File: src/rtl/axis_tx_frame_fifo_if.sv
// AXI-Stream byte channel used on both sides of the UART TX frame FIFO.
interface taxi_axis_if #(
  parameter int DATA_W = 8
) ();
  logic [DATA_W-1:0] tdata;
  logic              tvalid;
  logic              tready;
  logic              tlast;

  modport src (output tdata, output tvalid, output tlast, input tready);
  modport snk (input tdata, input tvalid, input tlast, output tready);
endinterface

File: src/rtl/axis_tx_frame_fifo.sv
// Byte FIFO between the AES/bypass selector and UART TX, tlast preserved.
// Define TX_FIFO_PKT_MODE_EN for store-and-forward; default build is cut-through.
module axis_tx_frame_fifo #(
  parameter int DEPTH  = 16,
  parameter int DATA_W = 8
) (
  input  logic                     clk,
  input  logic                     rst,
  taxi_axis_if.snk                 s_axis,
  taxi_axis_if.src                 m_axis,
  output logic [$clog2(DEPTH):0]   status_level,
  output logic [$clog2(DEPTH):0]   status_frames
);

  localparam int AW = $clog2(DEPTH);
  typedef logic [AW:0] ptr_t;

  logic [DATA_W:0] mem [DEPTH];
  logic [DATA_W:0] rd_word;

  ptr_t wr_ptr_q, wr_ptr_d;
  ptr_t rd_ptr_q, rd_ptr_d;
  ptr_t frame_cnt_q, frame_cnt_d;
  ptr_t status_level_q, status_level_d;
  ptr_t level;

  logic full, empty, release_ok, wr_en, rd_en, in_last, out_last;

  assign level   = wr_ptr_q - rd_ptr_q;
  assign empty   = (level == '0);
  assign full    = (level == ptr_t'(DEPTH));
  assign rd_word = mem[rd_ptr_q[AW-1:0]];

`ifdef TX_FIFO_PKT_MODE_EN
  // The full term lets frames longer than the buffer stream through instead of deadlocking.
  assign release_ok = (frame_cnt_q != '0) || full;
`else
  assign release_ok = 1'b1;
`endif

  assign s_axis.tready = !full;
  assign m_axis.tvalid = !empty && release_ok;
  assign m_axis.tdata  = rd_word[DATA_W-1:0];
  assign m_axis.tlast  = rd_word[DATA_W];

  assign wr_en    = s_axis.tvalid && !full;
  assign rd_en    = m_axis.tvalid && m_axis.tready;
  assign in_last  = wr_en && s_axis.tlast;
  assign out_last = rd_en && rd_word[DATA_W];

  always_comb begin
    wr_ptr_d    = wr_ptr_q;
    rd_ptr_d    = rd_ptr_q;
    frame_cnt_d = frame_cnt_q;
    if (wr_en) wr_ptr_d = wr_ptr_q + ptr_t'(1);
    if (rd_en) rd_ptr_d = rd_ptr_q + ptr_t'(1);
    case ({in_last, out_last})
      2'b10:   frame_cnt_d = frame_cnt_q + ptr_t'(1);
      2'b01:   frame_cnt_d = frame_cnt_q - ptr_t'(1);
      default: frame_cnt_d = frame_cnt_q;
    endcase
    status_level_d = wr_ptr_d - rd_ptr_d;
  end

  // NOTE: state registers use non-blocking assignments so every flop samples pre-edge values.
  always_ff @(posedge clk or posedge rst) begin
    if (rst) begin
      wr_ptr_q       <= '0;
      rd_ptr_q       <= '0;
      frame_cnt_q    <= '0;
      status_level_q <= '0;
    end else begin
      wr_ptr_q       <= wr_ptr_d;
      rd_ptr_q       <= rd_ptr_d;
      frame_cnt_q    <= frame_cnt_d;
      status_level_q <= status_level_d;
    end
  end

  // NOTE: storage has no reset; pointers define which entries are valid, so stale data is never seen.
  always_ff @(posedge clk) begin
    if (wr_en) mem[wr_ptr_q[AW-1:0]] <= {s_axis.tlast, s_axis.tdata};
  end

  assign status_level  = status_level_q;
  assign status_frames = frame_cnt_q;

endmodule

File: src/flat_wrapper.sv
// flat-port wrapper written by rule: the top's interface ports become plain ports
module axis_tx_frame_fifo_flat 
#(
  parameter int DEPTH  = 16,
  parameter int DATA_W = 8
)
  (clk, rst, status_level, status_frames, s_axis_tdata, s_axis_tvalid, s_axis_tlast, s_axis_tready, m_axis_tdata, m_axis_tvalid, m_axis_tlast, m_axis_tready);
  taxi_axis_if #(.DATA_W(DATA_W)) s_axis_i ();
  taxi_axis_if #(.DATA_W(DATA_W)) m_axis_i ();
  input  logic clk;
  input  logic rst;
  output logic [$clog2(DEPTH):0] status_level;
  output logic [$clog2(DEPTH):0] status_frames;
  input wire logic [$bits(s_axis_i.tdata)-1:0] s_axis_tdata;
  input wire logic [$bits(s_axis_i.tvalid)-1:0] s_axis_tvalid;
  input wire logic [$bits(s_axis_i.tlast)-1:0] s_axis_tlast;
  output wire logic [$bits(s_axis_i.tready)-1:0] s_axis_tready;
  output wire logic [$bits(m_axis_i.tdata)-1:0] m_axis_tdata;
  output wire logic [$bits(m_axis_i.tvalid)-1:0] m_axis_tvalid;
  output wire logic [$bits(m_axis_i.tlast)-1:0] m_axis_tlast;
  input wire logic [$bits(m_axis_i.tready)-1:0] m_axis_tready;
  assign s_axis_i.tdata = s_axis_tdata;
  assign s_axis_i.tvalid = s_axis_tvalid;
  assign s_axis_i.tlast = s_axis_tlast;
  assign s_axis_tready = s_axis_i.tready;
  assign m_axis_tdata = m_axis_i.tdata;
  assign m_axis_tvalid = m_axis_i.tvalid;
  assign m_axis_tlast = m_axis_i.tlast;
  assign m_axis_i.tready = m_axis_tready;
  axis_tx_frame_fifo #(.DEPTH(DEPTH), .DATA_W(DATA_W)) u_core (.clk(clk), .rst(rst), .s_axis(s_axis_i), .m_axis(m_axis_i), .status_level(status_level), .status_frames(status_frames));
endmodule
File: config.mk
export PLATFORM = sky130hd
export DESIGN_NAME = axis_tx_frame_fifo_flat
export DESIGN_NICKNAME = d
export VERILOG_FILES = /design/src/rtl/axis_tx_frame_fifo_if.sv /design/src/rtl/axis_tx_frame_fifo.sv /design/src/flat_wrapper.sv
export SDC_FILE = /design/constraint.sdc
export NUM_CORES = 1
export LEC_CHECK = 0
export CAP_MARGIN = 40
export CORE_MARGIN = 4
export CORE_UTILIZATION = 55
export CTS_CLUSTER_DIAMETER = 50
export DETAILED_ROUTE_END_ITERATION = 10
export PLACE_DENSITY = 0.82
export REMOVE_ABC_BUFFERS = 1
export SLEW_MARGIN = 20
export SYNTH_ARGS = -nofsm -noshare
export SYNTH_HDL_FRONTEND = slang
export SYNTH_SLANG_ARGS = --single-unit
File: constraint.sdc
create_clock -name clk -period 10.3 [get_ports clk]
set_input_delay 2.06 -clock clk [delete_from_list [all_inputs] [get_ports clk]]
set_output_delay 2.06 -clock clk [all_outputs]
set_load 0.005 [all_outputs]
==> flow_metrics.env <==
export IMPL_status="completed"
export IMPL_grt_use_met1=0.269
export IMPL_antenna_left=0
export IMPL_hold_path_class="flip-flop to flip-flop"
export IMPL_cts_hold_buf=0
export IMPL_num_vias=3321
export IMPL_crit_required_ns=8.24
export IMPL_async_reset_ff_frac=0.122
export IMPL_fmax_mhz=189
export IMPL_cts_buffers=17
export IMPL_worstMarginPinSlew_ns=0.797
export IMPL_cp_top_family="multiplexers"
export IMPL_hold_viol=0
export IMPL_multiInputGateArea_um2=1890
export IMPL_n_fill_cell=804
export IMPL_use_met2=0.314
export IMPL_clk_pin_slew_ns=0.06
export IMPL_grt_pass1_wl_mm=20.3
export IMPL_antenna_cells=0
export IMPL_final_setup_worst_slack_ns=5.01
export IMPL_fp_dieW_um=120
export IMPL_slowest_delay_ns=0.78
export IMPL_first_iter_violations=405
export IMPL_path_depth=4
export IMPL_ios=34
export IMPL_avgSynthCellArea_um2=19.9
export IMPL_relSlewSlack=0.465
export IMPL_top_usage_layer="met2"
export IMPL_tns_ns=0
export IMPL_r2r_cells=13
export IMPL_setup_viol=0
export IMPL_power_density_nw_per_um2=311
export IMPL_drc_errors=0
export IMPL_grt_max_degree=37
export IMPL_synth_compound_area_frac=0.0229
export IMPL_overflow=0
export IMPL_area_growth_pct=16.8
export IMPL_critPathBufInv=2
export IMPL_reg2reg_to="u_core.status_frames[4]"
export IMPL_dieHeight_um=120
export IMPL_regArea_um2=4830
export IMPL_max_vdd_ir_drop_uv=212
export IMPL_holdPathStages=1
export IMPL_grt_pass1_vias=3470
export IMPL_core_um2=12100
export IMPL_pwr_share_clk=0.241
export IMPL_gp_congestion=0.774
export IMPL_cellLeakagePower_nw=2.80
export IMPL_reg2reg_from="u_core.rd_ptr_q[0]"
export IMPL_seq_power_share=0.368
export IMPL_wl_mm=13.0
export IMPL_critPathSlowestCell="dfrtp_2"
export IMPL_synthFlopType="edfxtp_1"
export IMPL_htree_num_levels=4
export IMPL_cts_sinks=164
export IMPL_drt_first_pass_iters=5
export IMPL_internal_power_mw=1.73
export IMPL_power_frac_comb=0.391
export IMPL_synth_top_family_by_area="multiplexers"
export IMPL_synth_edf_count=144
export IMPL_post_cts_repair_setup_buffers=0
export IMPL_use_met3=0.0462
export IMPL_yosys_warnings=0
export IMPL_end_kind="output port"
export IMPL_netlist_area_um2=6880
export IMPL_cts_root_buf="clkbuf_16"
export IMPL_synthAdderAreaFrac=0.0367
export IMPL_endpoint="m_axis_tlast"
export IMPL_cts_repair_resized=0
export IMPL_vias_per_cell=5.73
export IMPL_wl_per_cell_um=22.5
export IMPL_r2r_slack_ns=6.27
export IMPL_synthXorXnorAreaFrac=0.0302
export IMPL_dieArea_um2=14400
export IMPL_arrival_ns=3.23
export IMPL_grt_total_usage=0.197
export IMPL_finClkSkew_ns=0.00651
export IMPL_place_ws_ns=5.41
export IMPL_critPathLaunch="u_core.rd_ptr_q[0]"
export IMPL_clk_path_buf_depth=2
export IMPL_dp_hpwl_mm=8.44
export IMPL_rows=40
export IMPL_cp_max_fo=21
export IMPL_maxCapViolCount=0
export IMPL_grt_setup_unrepaired="no"
export IMPL_fin_crit_sh=0.513
export IMPL_cts_tree="done"
export IMPL_critPathLaunchType="flip-flop"
export IMPL_switching_power_uw=769
export IMPL_final_min_clock_period_ns=5.29
export IMPL_switching_share=0.308
export IMPL_final_nets=434
export IMPL_syn_inst=346
export IMPL_ys_types=38
export IMPL_maxSlewViolCount=0
export IMPL_crit_type="flip-flop to output port"
export IMPL_ys_seq_elements=164
export IMPL_antenna_found_initial=0
export IMPL_path_cells="buf_4 > mux4_2 > mux4_2 > clkdlybuf4s50_1"
export IMPL_synth_simple_gate_area_frac=0.0346
export IMPL_ys_seq_area_frac=0.701
export IMPL_muxShareOfSynthArea=0.150
export IMPL_initial_utilization=0.568
export IMPL_clock_latency_ns=0.42
export IMPL_port_buffers=33
export IMPL_crit_path_frequent_cell="mux4_2"
export IMPL_drive_gt1_frac=0.238
==> registers in the layout (all words and copies together) (netlist names) <==
signal                cells
u_core.rd_ptr_q           5
u_core.wr_ptr_q           5
u_core.status_frames      5
u_core.mem              144
u_core.status_level       5
==> stage by stage <==
stage	hold WS (ns)	power, mW	utilization	cells	cell area [um2]
3_3_place_gp	0.462	1.87	0.611	543	7390
6_report	0.495	2.50	0.663	580	8030
3_5_place_dp	0.489	1.91	0.618	551	7480
2_1_floorplan	0.465	1.59	-	333	6790
4_1_cts	0.504	2.52	0.663	580	8030
5_1_grt	0.513	2.65	0.663	580	8030
==> area by class of cell <==
type	count	area share
clock buffer	20	0.0544
clock inverter	9	0.0142
inverter	19	0.00888
multi-input combinational	150	0.235
sequential	164	0.601
tap	168	0.0262
timing repair buffer	50	0.0603
==> worst register-to-register path: cells and delay by family, from the launching register on <==
family                   cells  cell delay (ns)
buffers and inverters        3             0.67
AO/OA/AOI/OAI                2             0.33
flip-flops                   1             0.78
XOR/XNOR                     2             0.28
multiplexers                 2             1.08
AND/OR/NAND/NOR              2             0.27
adder cells (fa/ha/maj)      2             0.49
==> cell usage in the layout, fill, tap and decap left out, types with 2 or more instances in the layout <==
cell and instances:
edfxtp_1 144, mux4_2 45, clkdlybuf4s50_1 33, inv_1 19
dfrtp_1 19, ha_1 17, clkbuf_16 17, xnor2_1 16
nor2_1 12, nand2_1 10, buf_4 10, buf_6 7
a21oi_1 5, a21o_1 5, nor3_1 5, clkinv_1 5
xor2_1 4, nand2b_1 3, bufinv_16 3, clkbuf_1 3
mux2i_1 2, xor2_2 2, nand3_1 2, and3_1 2
nand4_1 2, nand2_4 2, o21ai_0 2, fa_1 2
==> power by group through the flow <==
stage,Combinational (mW),Sequential (mW),Clock (mW)
floorplan,0.643,0.943,0
global placement,0.940,0.928,0
detailed placement,0.978,0.932,0
CTS,0.989,0.922,0.609
global route,1.07,0.934,0.638
finish,0.976,0.920,0.601
==> routing by layer <==
layer | share of wire | vias to the layer above | routed length [um]
li1 | - | 1471 | -
met1 | 0.42 | 1697 | 5420
met2 | 0.51 | 135 | 6620
met3 | 0.061 | 18 | 798
met4 | 0.016 | 0 | 208
met5 | 0 | - | 0
==> cells by family (layout without fill, tap and decap cells) <==
kind of cell    after synthesis  after routing
fa+ha+maj                    19             19
flops                       164            164
buf+inv                      32             98
xor+xnor                     22             22
compound gates               18             18
simple gates                 44             44
mux                          47             47
==> synthesized netlist by cell type, types with 2 or more instances <==
cell type	instances	area share
fa_1	2	0.0058
nand2b_1	3	0.0027
inv_1	19	0.010
nand2_4	2	0.0033
nor3_1	5	0.0036
nand4_1	2	0.0018
xnor2_1	16	0.020
clkbuf_8	2	0.0040
buf_4	2	0.0022
mux4_2	45	0.15
nand3_1	2	0.0015
buf_6	2	0.0033
dfrtp_1	20	0.073
clkbuf_1	4	0.0022
ha_1	17	0.031
o21ai_0	2	0.0015
nor2_1	13	0.0071
a21oi_1	5	0.0036
a21o_1	5	0.0055
mux2i_1	2	0.0029
edfxtp_1	144	0.63
nand2_1	10	0.0055
xor2_1	4	0.0051
buf_1	2	0.0011
xor2_2	2	0.0047
and3_1	2	0.0018
==> worst min-delay path by stage <==
stage / startpoint / endpoint / slack [ns]
after floorplan: u_core.status_frames[4] / u_core.status_frames[4] / 0.46
after global placement: u_core.status_frames[4] / u_core.status_frames[4] / 0.46
after detailed placement: u_core.status_frames[4] / u_core.status_frames[4] / 0.49
after CTS: u_core.status_frames[4] / u_core.status_frames[4] / 0.50
after global routing: u_core.status_frames[4] / u_core.status_frames[4] / 0.51
final: u_core.status_frames[4] / u_core.status_frames[4] / 0.49
Power figures use the tool's default switching activity.
